===== src/rtl/uart_tx_frame.sv =====
// ---------------------------------------------------------------------------
// uart_tx_frame
//
// Parametrised UART transmitter with configurable payload width, parity mode
// and stop-bit count. It also drives an RS-485 transceiver enable (dir) that
// stays high for a programmable number of bit times after the last stop bit.
// A word offered during that hold window starts the next frame immediately,
// with no idle gap and no low glitch on dir.
//
// Ports
//   clk      in   system clock
//   rst      in   synchronous active-high reset (abandons any frame)
//   valid    in   producer has a word on pi_data
//   pi_data  in   word to send, LSB first (DATA_BITS wide)
//   ready    out  block accepts a word this cycle (IDLE or HOLD)
//   tx       out  serial line, idle high
//   dir      out  transceiver driver enable, high while driving
//   tx_done  out  one-cycle pulse coincident with the last stop-bit cycle
//
// Every output comes straight from a flop.
// ---------------------------------------------------------------------------
module uart_tx_frame #(
  parameter int CLK_FREQ  = 50000000,
  parameter int BAUD      = 9600,
  parameter int DATA_BITS = 8,
  parameter int PARITY    = 0,   // 0 none, 1 even, 2 odd
  parameter int STOP_BITS = 1,
  parameter int DIR_HOLD  = 1    // bit times dir stays high after the frame
) (
  input  logic                 clk,
  input  logic                 rst,
  input  logic                 valid,
  input  logic [DATA_BITS-1:0] pi_data,
  output logic                 ready,
  output logic                 tx,
  output logic                 dir,
  output logic                 tx_done
);

  localparam int CLKS_PER_BIT = CLK_FREQ / BAUD;
  localparam int CNT_W        = (CLKS_PER_BIT > 2) ? $clog2(CLKS_PER_BIT) : 1;

  localparam logic [CNT_W-1:0] CNT_LAST  = CNT_W'(CLKS_PER_BIT - 1);
  localparam logic [CNT_W-1:0] CNT_ONE   = CNT_W'(1);
  localparam logic [3:0]       DATA_LAST = 4'(DATA_BITS - 1);
  localparam logic [3:0]       STOP_LAST = 4'(STOP_BITS - 1);
  localparam logic [3:0]       HOLD_LAST = 4'((DIR_HOLD > 0) ? DIR_HOLD - 1 : 0);

  localparam logic [2:0] S_IDLE  = 3'd0;
  localparam logic [2:0] S_START = 3'd1;
  localparam logic [2:0] S_DATA  = 3'd2;
  localparam logic [2:0] S_PAR   = 3'd3;
  localparam logic [2:0] S_STOP  = 3'd4;
  localparam logic [2:0] S_HOLD  = 3'd5;

  // Reject illegal configurations while elaborating.
  generate
    if (DATA_BITS < 5 || DATA_BITS > 9) begin : g_bad_data_bits
      $error("uart_tx_frame: DATA_BITS must be in 5..9");
    end
    if (PARITY < 0 || PARITY > 2) begin : g_bad_parity
      $error("uart_tx_frame: PARITY must be 0, 1 or 2");
    end
    if (STOP_BITS < 1 || STOP_BITS > 2) begin : g_bad_stop_bits
      $error("uart_tx_frame: STOP_BITS must be 1 or 2");
    end
    if (DIR_HOLD < 0 || DIR_HOLD > 3) begin : g_bad_dir_hold
      $error("uart_tx_frame: DIR_HOLD must be in 0..3");
    end
    if (CLKS_PER_BIT < 2) begin : g_bad_clks_per_bit
      $error("uart_tx_frame: CLK_FREQ/BAUD must be at least 2");
    end
  endgenerate

  logic [2:0]           state_reg, state_next;
  logic [CNT_W-1:0]     cnt_reg, cnt_next;
  logic [3:0]           idx_reg, idx_next;     // data bit / stop bit / hold bit index
  logic [DATA_BITS-1:0] sr_reg, sr_next;       // payload shift register
  logic                 par_reg, par_next;
  logic                 tx_reg, tx_next;
  logic                 dir_reg, dir_next;
  logic                 ready_reg, ready_next;
  logic                 done_reg, done_next;

  logic accept;
  logic bit_end;
  logic word_parity;

  assign accept  = valid && ready_reg;
  assign bit_end = (cnt_reg == '0);
  // Even parity bit makes the total count of ones even; odd inverts it.
  assign word_parity = (PARITY == 2) ? ~(^pi_data) : (^pi_data);

  always_comb begin
    state_next = state_reg;
    cnt_next   = bit_end ? CNT_LAST : cnt_reg - 1'b1;
    idx_next   = idx_reg;
    sr_next    = sr_reg;
    par_next   = par_reg;
    tx_next    = tx_reg;
    dir_next   = dir_reg;
    ready_next = ready_reg;
    done_next  = 1'b0;

    case (state_reg)
      S_IDLE: begin
        cnt_next   = CNT_LAST;
        tx_next    = 1'b1;
        dir_next   = 1'b0;
        ready_next = 1'b1;
        if (accept) begin
          state_next = S_START;
          sr_next    = pi_data;
          par_next   = word_parity;
          tx_next    = 1'b0;
          dir_next   = 1'b1;
          ready_next = 1'b0;
        end
      end

      S_START: begin
        if (bit_end) begin
          state_next = S_DATA;
          idx_next   = '0;
          tx_next    = sr_reg[0];
        end
      end

      S_DATA: begin
        if (bit_end) begin
          if (idx_reg == DATA_LAST) begin
            idx_next = '0;
            if (PARITY != 0) begin
              state_next = S_PAR;
              tx_next    = par_reg;
            end else begin
              state_next = S_STOP;
              tx_next    = 1'b1;
            end
          end else begin
            // tx takes the next bit while the register shifts toward it.
            idx_next = idx_reg + 4'd1;
            sr_next  = {1'b0, sr_reg[DATA_BITS-1:1]};
            tx_next  = sr_reg[1];
          end
        end
      end

      S_PAR: begin
        if (bit_end) begin
          state_next = S_STOP;
          idx_next   = '0;
          tx_next    = 1'b1;
        end
      end

      S_STOP: begin
        // Registered pulse: raise it one cycle early so it lands on the
        // final stop-bit cycle.
        done_next = (idx_reg == STOP_LAST) && (cnt_reg == CNT_ONE);
        if (bit_end) begin
          if (idx_reg == STOP_LAST) begin
            idx_next   = '0;
            ready_next = 1'b1;
            if (DIR_HOLD == 0) begin
              state_next = S_IDLE;
              dir_next   = 1'b0;
            end else begin
              state_next = S_HOLD;
            end
          end else begin
            idx_next = idx_reg + 4'd1;
          end
        end
      end

      S_HOLD: begin
        if (accept) begin
          // Next frame starts at once; dir is already high and stays high.
          state_next = S_START;
          cnt_next   = CNT_LAST;
          sr_next    = pi_data;
          par_next   = word_parity;
          tx_next    = 1'b0;
          ready_next = 1'b0;
        end else if (bit_end) begin
          if (idx_reg == HOLD_LAST) begin
            state_next = S_IDLE;
            dir_next   = 1'b0;
          end else begin
            idx_next = idx_reg + 4'd1;
          end
        end
      end

      default: begin
        state_next = S_IDLE;
        tx_next    = 1'b1;
        dir_next   = 1'b0;
        ready_next = 1'b0;
      end
    endcase
  end

  always_ff @(posedge clk) begin
    if (rst) begin
      state_reg <= S_IDLE;
      cnt_reg   <= '0;
      idx_reg   <= '0;
      sr_reg    <= '0;
      par_reg   <= 1'b0;
      tx_reg    <= 1'b1;
      dir_reg   <= 1'b0;
      ready_reg <= 1'b0;
      done_reg  <= 1'b0;
    end else begin
      state_reg <= state_next;
      cnt_reg   <= cnt_next;
      idx_reg   <= idx_next;
      sr_reg    <= sr_next;
      par_reg   <= par_next;
      tx_reg    <= tx_next;
      dir_reg   <= dir_next;
      ready_reg <= ready_next;
      done_reg  <= done_next;
    end
  end

  assign ready   = ready_reg;
  assign tx      = tx_reg;
  assign dir     = dir_reg;
  assign tx_done = done_reg;

endmodule


===== config.mk =====
export PLATFORM = sky130hd
export DESIGN_NAME = uart_tx_frame
export DESIGN_NICKNAME = d
export VERILOG_FILES = /design/src/rtl/uart_tx_frame.sv
export SDC_FILE = /design/constraint.sdc
export NUM_CORES = 1
export LEC_CHECK = 0
export CAP_MARGIN = 20
export CORE_UTILIZATION = 50
export CTS_CLUSTER_DIAMETER = 150
export DETAILED_ROUTE_END_ITERATION = 8
export HOLD_SLACK_MARGIN = 0.03
export PLACE_DENSITY = 0.73
export RECOVER_POWER = 100
export SLEW_MARGIN = 20
export SYNTH_ARGS = -nofsm -noshare
export SYNTH_HDL_FRONTEND = slang
export SYNTH_SLANG_ARGS = --single-unit
export TNS_END_PERCENT = 20

===== constraint.sdc =====
create_clock -name clk -period 2.1 [get_ports clk]
set_clock_uncertainty 0.2 [all_clocks]
set_input_delay 0.42 -clock clk [delete_from_list [all_inputs] [get_ports clk]]
set_output_delay 0.42 -clock clk [all_outputs]
set_load 0.02 [all_outputs]

==> results.md, run 1 <==
Outcome:
- The run finished with clean final reports.

Global route:
- The via count of the first global-routing pass was 1,649.
- The number of antenna violations at the first check in global routing is 0.
- The sum of overflow across all layers after global routing is 0.
- The global-route wire length before repair is 7.56 mm.
- Entering global routing, the biggest net connects 11 pins.
- For this run, the total global-route usage over all layers was measured as 0.275.

CTS:
- The number of clock sinks is 32.
- The TritonCTS clock tree is yes.
- The tree is rooted in a clkbuf_4.
- The total CTS buffers is 5.
- The maximum clock path buffer count is 2.
- Clock latency on the worst-skew pair, taken at its later pin, is 0.33 ns.
- The clock input transition at the sequential cells of the worst setup and hold paths is 0.11 ns.
- The total of hold buffers inserted after clock tree synthesis is 0.
- The H-tree depth is 2.

Floorplanning:
- The width of the die is 61.3 um.
- The die footprint is 3750 um^2.
- The cell row count is 21.
- The vertical die dimension is 61.3 um.
- The area inside the core boundary is 3340 um^2.
- The initial utilization of the core area, before any placement, comes to 0.526.
- 15 I/O pins were placed.

Placement:
- During placement, the flow inserted port buffers numbering 14.
- The routability congestion estimate is 0.870.
- At the placement stage, the worst setup path has a slack of -0.232 ns.
- The HPWL after detailed placement is 3.23 mm.

STA:
- The clock period minus final worst setup slack is 2.09 ns.
- The share of the cycle needed by the critical path after routing is 0.994.
- The headroom to the max-slew limit is 0.706.
- The number of hold violations in the final report is 0.
- The count of pins over their slew limit was 0.
- Setup repair after global routing could not meet its margin everywhere.
- The final worst slack is 0.0128 ns.
- The setup violation total in the final timing report is 0.
- For this run, the top clock speed supported by timing is 479 MHz.
- At the pin with the least slew margin, the transition time is 0.436 ns.

Setup path:
- The critical path is of the reg -> reg type.
- The required time at the endpoint of the critical path is 2.12 ns.
- The signal on the critical path passes through inv_2 > ha_4 > nor4b_4 > nand4_4 > a221oi_4 > buf_6 > nand2b_4 > a21oi_2.
- The logic depth of the worst path, buffers included is 8.
- In this design, the largest share of critical-path delay is due to simple AND/OR/NAND/NOR gates.
- The startpoint class of the critical path is a flop.
- The slowest stage of the critical path is the a221oi_4 cell.
- On the worst path, the slowest cell contributes a delay of 0.40 ns.
- The maximum fanout encountered on the critical timing path is 7.
- The worst register-to-register path has a depth of 8.
- The total buffers and inverters traversed by the critical path is 2.
- The signal arrival time at the worst endpoint is 2.11 ns.
- The endpoint kind of the worst setup timing path is a flop.

Final layout:
- The filler cells instantiated in the layout total 264.
- The final layout contains 274 nets.
- The number of flip-flops in the largest register is 13.
- Relative to the synthesized area, the layout overhead comes to 35.9%.
- The layout cell share with drive strength beyond 1 is 0.292.
- The number of diodes added for antenna fixing is 0.

Synth:
- The count of different cell masters after synthesis is 44.
- The fraction of the yosys area taken by sequential cells is 0.365.
- The mapped netlist covers 1760 um^2.
- For this run, asynchronously set or reset flops after synthesis account for 0.
- The number of enable-type register cells in the synthesized netlist is 0.
- The most used flip-flop cell after synthesis is dfxtp_1.
- Synthesis inferred 32 register bits.
- The synthesized netlist net count is 223.
- For this run, the number of Yosys warnings is 0.
- The synthesized instance count is 208.
- Each instance of the synthesized netlist takes up on average 8.44 um^2.

Power:
- The worst supply voltage drop on vdd is 776 uV.
- In this run the static leakage power is 0.000951 uW.
- The power per unit of standard cell area is 1120 nW/um^2.
- The design draws 2680 uW.

Run:
- The max-cap violation count is 0.

Routing:
- The final antenna-violating net count is 0.
- After detailed routing, the total wire length is 4.72 mm.
- The detailed-route DRC error count is 0.
- The detailed-router iteration count before antenna repair is 6.
- Dividing the detail-routed wire length by the instance count gives 15.4 um.
- Dividing the detail-routed via count by the number of cells gives 5.81.
- The violation count after the first detailed-routing iteration is 129.
- The total via count in the routed design is 1,779.

Worst hold path:
- The path class of the tightest hold or removal check is reg -> reg.
- The hold path depth is 2.
## routing by layer
metal / track usage / vias to the layer above / wire length, um
li1: - / 854 / -
met4: 0.123 / 0 / 150
met5: 0 / - / 0
met3: 0.0693 / 21 / 258
met2: 0.457 / 74 / 2320
met1: 0.337 / 830 / 1990
## cells in the final DEF, fill, tap and decap left out, types with 2 or more instances in the layout
cell / n
clkbuf_1: 5
a21o_1: 2
nand3_1: 8
a311o_1: 2
o211ai_1: 2
xor2_1: 3
inv_2: 2
a211oi_1: 3
nor2_1: 26
nand2_1: 17
a211oi_2: 6
nor3_2: 3
clkbuf_4: 6
mux2i_1: 9
o311a_1: 2
nor3_1: 3
buf_4: 30
dfxtp_2: 2
nor3b_1: 2
nand3_2: 2
nor2_2: 3
a21oi_1: 18
ha_1: 3
dlygate4sd3_1: 2
clkdlybuf4s50_1: 11
buf_6: 3
o21ai_1: 3
nor4_1: 5
xnor2_1: 6
inv_1: 9
a21oi_2: 3
dfxtp_1: 30
nand4_1: 3
## final timing paths
check,startpoint,end,slack [ns]
min,sr_reg[7],sr_reg[7],0.30
max reg2reg,cnt_reg[0],sr_reg[7],0.01
min reg2reg,sr_reg[7],sr_reg[7],0.30
max,cnt_reg[0],sr_reg[7],0.01
## tightest hold or removal path, delay by kind of cell (launching register included)
family             cells  cell delay (ns)
AOI/OAI and AO/OA      1             0.05
and+or+nand+nor        1             0.07
DFF                    1             0.35
## report_power, final
| group | switching, uW | total, uW | leakage (uW) | internal (uW) |
|---|---|---|---|---|
| registers | 139 | 875 | 0.000263 | 735 |
| clock network | 219 | 468 | 0.0000422 | 249 |
| logic | 711 | 1340 | 0.000646 | 626 |
## synthesized netlist by cell type, types with 4 or more instances
| cell | instances | area (um^2) |
|---|---|---|
| nor4_1 | 5 | 31.3 |
| dfxtp_1 | 32 | 641 |
| a211oi_1 | 7 | 52.6 |
| xnor2_1 | 6 | 52.6 |
| ha_1 | 4 | 50.1 |
| nor3_1 | 5 | 25.0 |
| o21ai_0 | 4 | 20.0 |
| nor2_1 | 27 | 101 |
| mux2i_1 | 9 | 90.1 |
| inv_1 | 11 | 41.3 |
| a21oi_1 | 19 | 95.1 |
| nand3_1 | 9 | 45.0 |
| clkbuf_1 | 5 | 18.8 |
| nand2_1 | 17 | 63.8 |
## through the flow
| step | setup TNS, ns | hold WS [ns] | util | cell area (um^2) | cells |
|---|---|---|---|---|---|
| 3_3_place_gp | -2.83 | 0.262 | 0.642 | 2140 | 289 |
| 3_5_place_dp | -3.40 | 0.272 | 0.642 | 2140 | 289 |
| 2_1_floorplan | 0 | 0.236 | - | 1760 | 208 |
| 4_1_cts | -0.0197 | 0.289 | 0.705 | 2350 | 305 |
| 6_report | 0 | 0.301 | 0.715 | 2380 | 306 |
| 5_1_grt | -0.389 | 0.305 | 0.715 | 2380 | 306 |
## repair_timing
action                                  CTS  global route
pin swaps                                 7            14
endpoints found under the setup margin   13            18
buffers inserted                          7             2
gates resized for setup                  14            15
cloned                                    1             0
## kinds of logic (layout without fill, tap and decap cells)
kind of cell / count (synthesis) / after routing / share of synthesized area
and+or+nand+nor: 85 / 85 / 0.254
AOI/OAI and AO/OA: 50 / 50 / 0.207
adders and majority gates: 4 / 4 / 0.0285
buffers and inverters: 19 / 71 / 0.0492
xor gates and xnor gates: 9 / 9 / 0.0449
DFF: 32 / 32 / 0.365
muxes: 9 / 9 / 0.0513
## area by class of cell
class                           count  area (um^2)  area share
Sequential cell                    32          643       0.270
Inverter                           11         41.3      0.0173
Clock inverter                      2         35.0      0.0147
Multi-Input combinational cell    157         1130       0.476
Clock buffer                        6         41.3      0.0173
Tap cell                           46         57.6      0.0241
Timing Repair Buffer               52          432       0.181
Note: power is estimated with default switching activity, not from simulation.
==> inputs of run 2 (changes only) <==
- ABC_AREA: not set -> 1
- TNS_END_PERCENT: 20 -> 30
- clock period: 2.1 -> 1.85 ns (I/O delays scaled with it)
==> run 2 against run 1 <==
Compared with the run above: via count grew 7.0%; clock-buffer cell count rose by 1; die area grew 11%; sequential share of layout area fell by 0.76 points; first-iteration DRC count decreased by 43%; total power is 83% higher; core utilization decreased by 5.3 points; worst setup slack gained 0.037 ns; critical endpoint is now tx; largest power group unchanged.
==> results.md, run 2 <==
Power:
- The design draws 4910 uW.
- The combinational power share is 0.625.
- The power per unit of standard cell area is 2000 nW/um^2.
- The sequential fraction of design power is 0.224.
- Summed over all cells, the static leakage comes to 0.00118 uW.
- Cell internal power was estimated by the tool at 2670 uW.
- In this run the power spent charging and discharging nets is 2250 uW.
- VDD sags by at most 1200 uV.
- Of the total power, the clock network draws 0.151.
- Of the total power, the share spent switching nets is 0.457.

Synth:
- The count of different cell masters after synthesis is 34.
- Yosys mapped a number of flops with a built-in enable equal to 0.
- dfxtp_1 takes more of the synthesized area than any other cell.
- After synthesis, the cell types taking the most area are dfxtp_1, nand2_1, inv_1.
- The mean cell area of the mapped netlist is 6.93 um^2.
- The synthesized netlist net count is 297.
- Counting flops with an async set or reset pin after synthesis yields a share of 0.
- The warning count from the yosys run is 0.
- The fraction of the yosys area taken by sequential cells is 0.328.
- In the synthesized netlist the dominant register cell turns out to be dfxtp_1.
- In the synthesized netlist, the cells that appear most often are nand2_1, inv_1, dfxtp_1, nor2_1, o21ai_0.
- Of the post-synthesis cell area, the dominant cell type holds 0.328.
- The synthesis-stage register bit count is 32.
- The cell count after synthesis came out at 282.
- The synthesized netlist occupies a cell area of 1950 um^2.
- The dominant cell by count in the synthesized netlist is nand2_1.

CTS:
- Clock tree synthesis found a total of 32 sinks.
- TritonCTS built the clock tree.
- The insertion delay to the later sink of the worst-skew pair is 0.29 ns.
- CTS built an H-tree with a depth of 2.
- Clock-pin slew was measured on the worst setup and hold paths at 0.07 ns.
- Buffers inserted during clock tree synthesis total 5.
- The cell sitting at the root of the clock tree is a clkbuf_8.
- Counting along the longest clock path gives a buffer depth of 2.

Routing:
- The detailed-route DRC error count is 0.
- Once detail routing completed, the nets flagged for antenna violations numbered 0.
- In the final routed layout, each cell accounts on average for 11.4 um.
- Dividing the detail-routed via count by the number of cells gives 5.10.
- The detailed router placed 1,904 vias in this run.
- The first detailed-routing pass took 4 iterations.
- The violation count after the first detailed-routing iteration is 74.
- The total wirelength of the detailed-routed design is 4.27 mm.

Final layout:
- Measured on the finished design, the core utilization comes to 0.662.
- The number of flip-flops in the largest register is 13.
- The layout cell share with drive strength beyond 1 is 0.237.
- With fillers left out, the area of the finished cells amounts to 2460 um^2.
- The number of diodes added for antenna fixing is 0.
- Across the whole layout, storage elements account for 644 um^2.
- The library cells used most frequently in the layout, excluding fill and tap cells, are nand2_1, inv_1, nor2_1, dfxtp_1, buf_4.
- The library cell used most frequently in the layout, excluding fill and tap cells, is nand2_1.
- The final cell count without fillers is 373.
- The filler cells instantiated in the layout total 334.
- The net count reported at finish is 339.
- The combined area of the multi-input logic cells is 1150 um^2.
- Compared with the post-synthesis result, the final layout area differs by 25.8%.

Setup path:
- The cell with the largest stage delay on the worst path is clkdlybuf4s50_1.
- The signal on the critical path passes through clkdlybuf4s50_1.
- The largest incremental delay on the critical path is 0.61 ns.
- STA puts the critical path data required time at 1.28 ns.
- Along the worst path, the maximum fanout reaches 2.
- At the worst endpoint, the arrival time is 1.23 ns.
- The worst setup path is of the reg -> out kind.
- The family of cells with the greatest summed delay on the critical path is buffers and inverters.
- The startpoint class of the critical path is a flop.
- The endpoint kind of the worst setup timing path is a primary output.
- Counting both buffers and inverters, the worst setup path holds a total of 1.

STA:
- The worst slack on hold paths is 0.247 ns.
- The headroom to the max-slew limit is 0.725.
- Setup violations remaining at the end of the flow were counted as 0.
- The number of hold violations in the final report was 0.
- At the pin with the least slew margin, the transition time is 0.409 ns.
- For this run, the top clock speed supported by timing is 556 MHz.
- The count of pins over their slew limit is 0.
- Of the available clock period, the critical path in the final layout requires 0.973.
- The clock period minus final worst setup slack is 1.80 ns.

Floorplanning:
- The die footprint is 4160 um^2.
- 15 I/O pins were placed.
- In this run the vertical extent of the chip is 64.5 um.
- For this configuration, the core starts out at a cell density of 0.526.
- The width of the die is 64.5 um.
- The initialized floorplan defines 22 standard-cell rows.
- The core region is 3720 um^2.

Placement:
- The routability congestion estimate is 0.907.
- The number of placed instances with taps included is 362.
- The wire-length estimate of the detail-placed layout is 3.10 mm.
- Buffers placed on the I/O ports in this run total 14.
- After detailed placement, the total cell area comes to 2280 um^2.

Outcome:
- The flow ran to the end, and the final reports show no timing, DRC or antenna violations.

Run:
- The tool flagged a number of max-cap violations equal to 0.

Global route:
- For this run the aggregate overflow at the end of global routing stands at 0.
- The number of antenna violations at the first check in global routing is 0.
- Entering global routing, the biggest net connects 17 pins.
- The total routing resource utilization after global routing is 0.226.
- The via count of the first global-routing pass is 1,701.
- The global-route wire length before repair is 7.20 mm.

Worst hold path:
- The path category of the worst min-delay check is reg -> reg.
-- run 2: final cells by class --
class / count / share of cell area
Multi-Input combinational cell: 204 / 0.467
Sequential cell: 32 / 0.262
Timing Repair Buffer: 39 / 0.130
Inverter: 42 / 0.0651
Clock buffer: 7 / 0.0392
Tap cell: 48 / 0.0244
Clock inverter: 1 / 0.0122
-- run 2: timing repair --
item,in CTS,in global routing
endpoints found under the setup margin,1,23
setup buffers,0,3
resized for setup,1,17
pin swaps,0,3
hold buffers,0,0
-- run 2: per-stage QoR --
step	TNS (ns)	setup slack, ns
global placement	-1.69	-0.147
CTS	0	0.0159
floorplan	0	0.196
detailed placement	-2.54	-0.180
global route	-0.0984	-0.0357
finish	0	0.0500
-- run 2: cells by family after synthesis --
group | synth area share
buffers and inverters | 0.0999
adder cells (fa/ha/maj) | 0.0256
AO/OA/AOI/OAI | 0.145
AND/OR/NAND/NOR | 0.370
flip-flops | 0.328
XOR/XNOR | 0.0314
-- run 2: final timing paths --
kind	end	slack (ns)	start	depth (start not counted)
setup / recovery	tx	0.05	tx	1
hold / removal	sr_reg[2]	0.25	sr_reg[2]	2
setup reg to reg	state_reg[1]	0.07	cnt_reg[9]	10
hold reg to reg	sr_reg[2]	0.25	sr_reg[2]	2
-- run 2: metal layers --
layer	GRT usage	vias to the layer above	part of all wire
met5	0	-	0
met1	0.279	869	0.48
li1	-	993	-
met4	0.0833	0	0.016
met3	0.0581	6	0.035
met2	0.375	36	0.47
-- run 2: power groups by stage --
stage	sequential (uW)	combinational (uW)	clock [uW]
2_1_floorplan	1110	2170	0
3_3_place_gp	1100	2860	0
3_5_place_dp	1100	2900	0
4_1_cts	1090	2930	755
5_1_grt	1130	3450	791
6_report	1100	3070	743
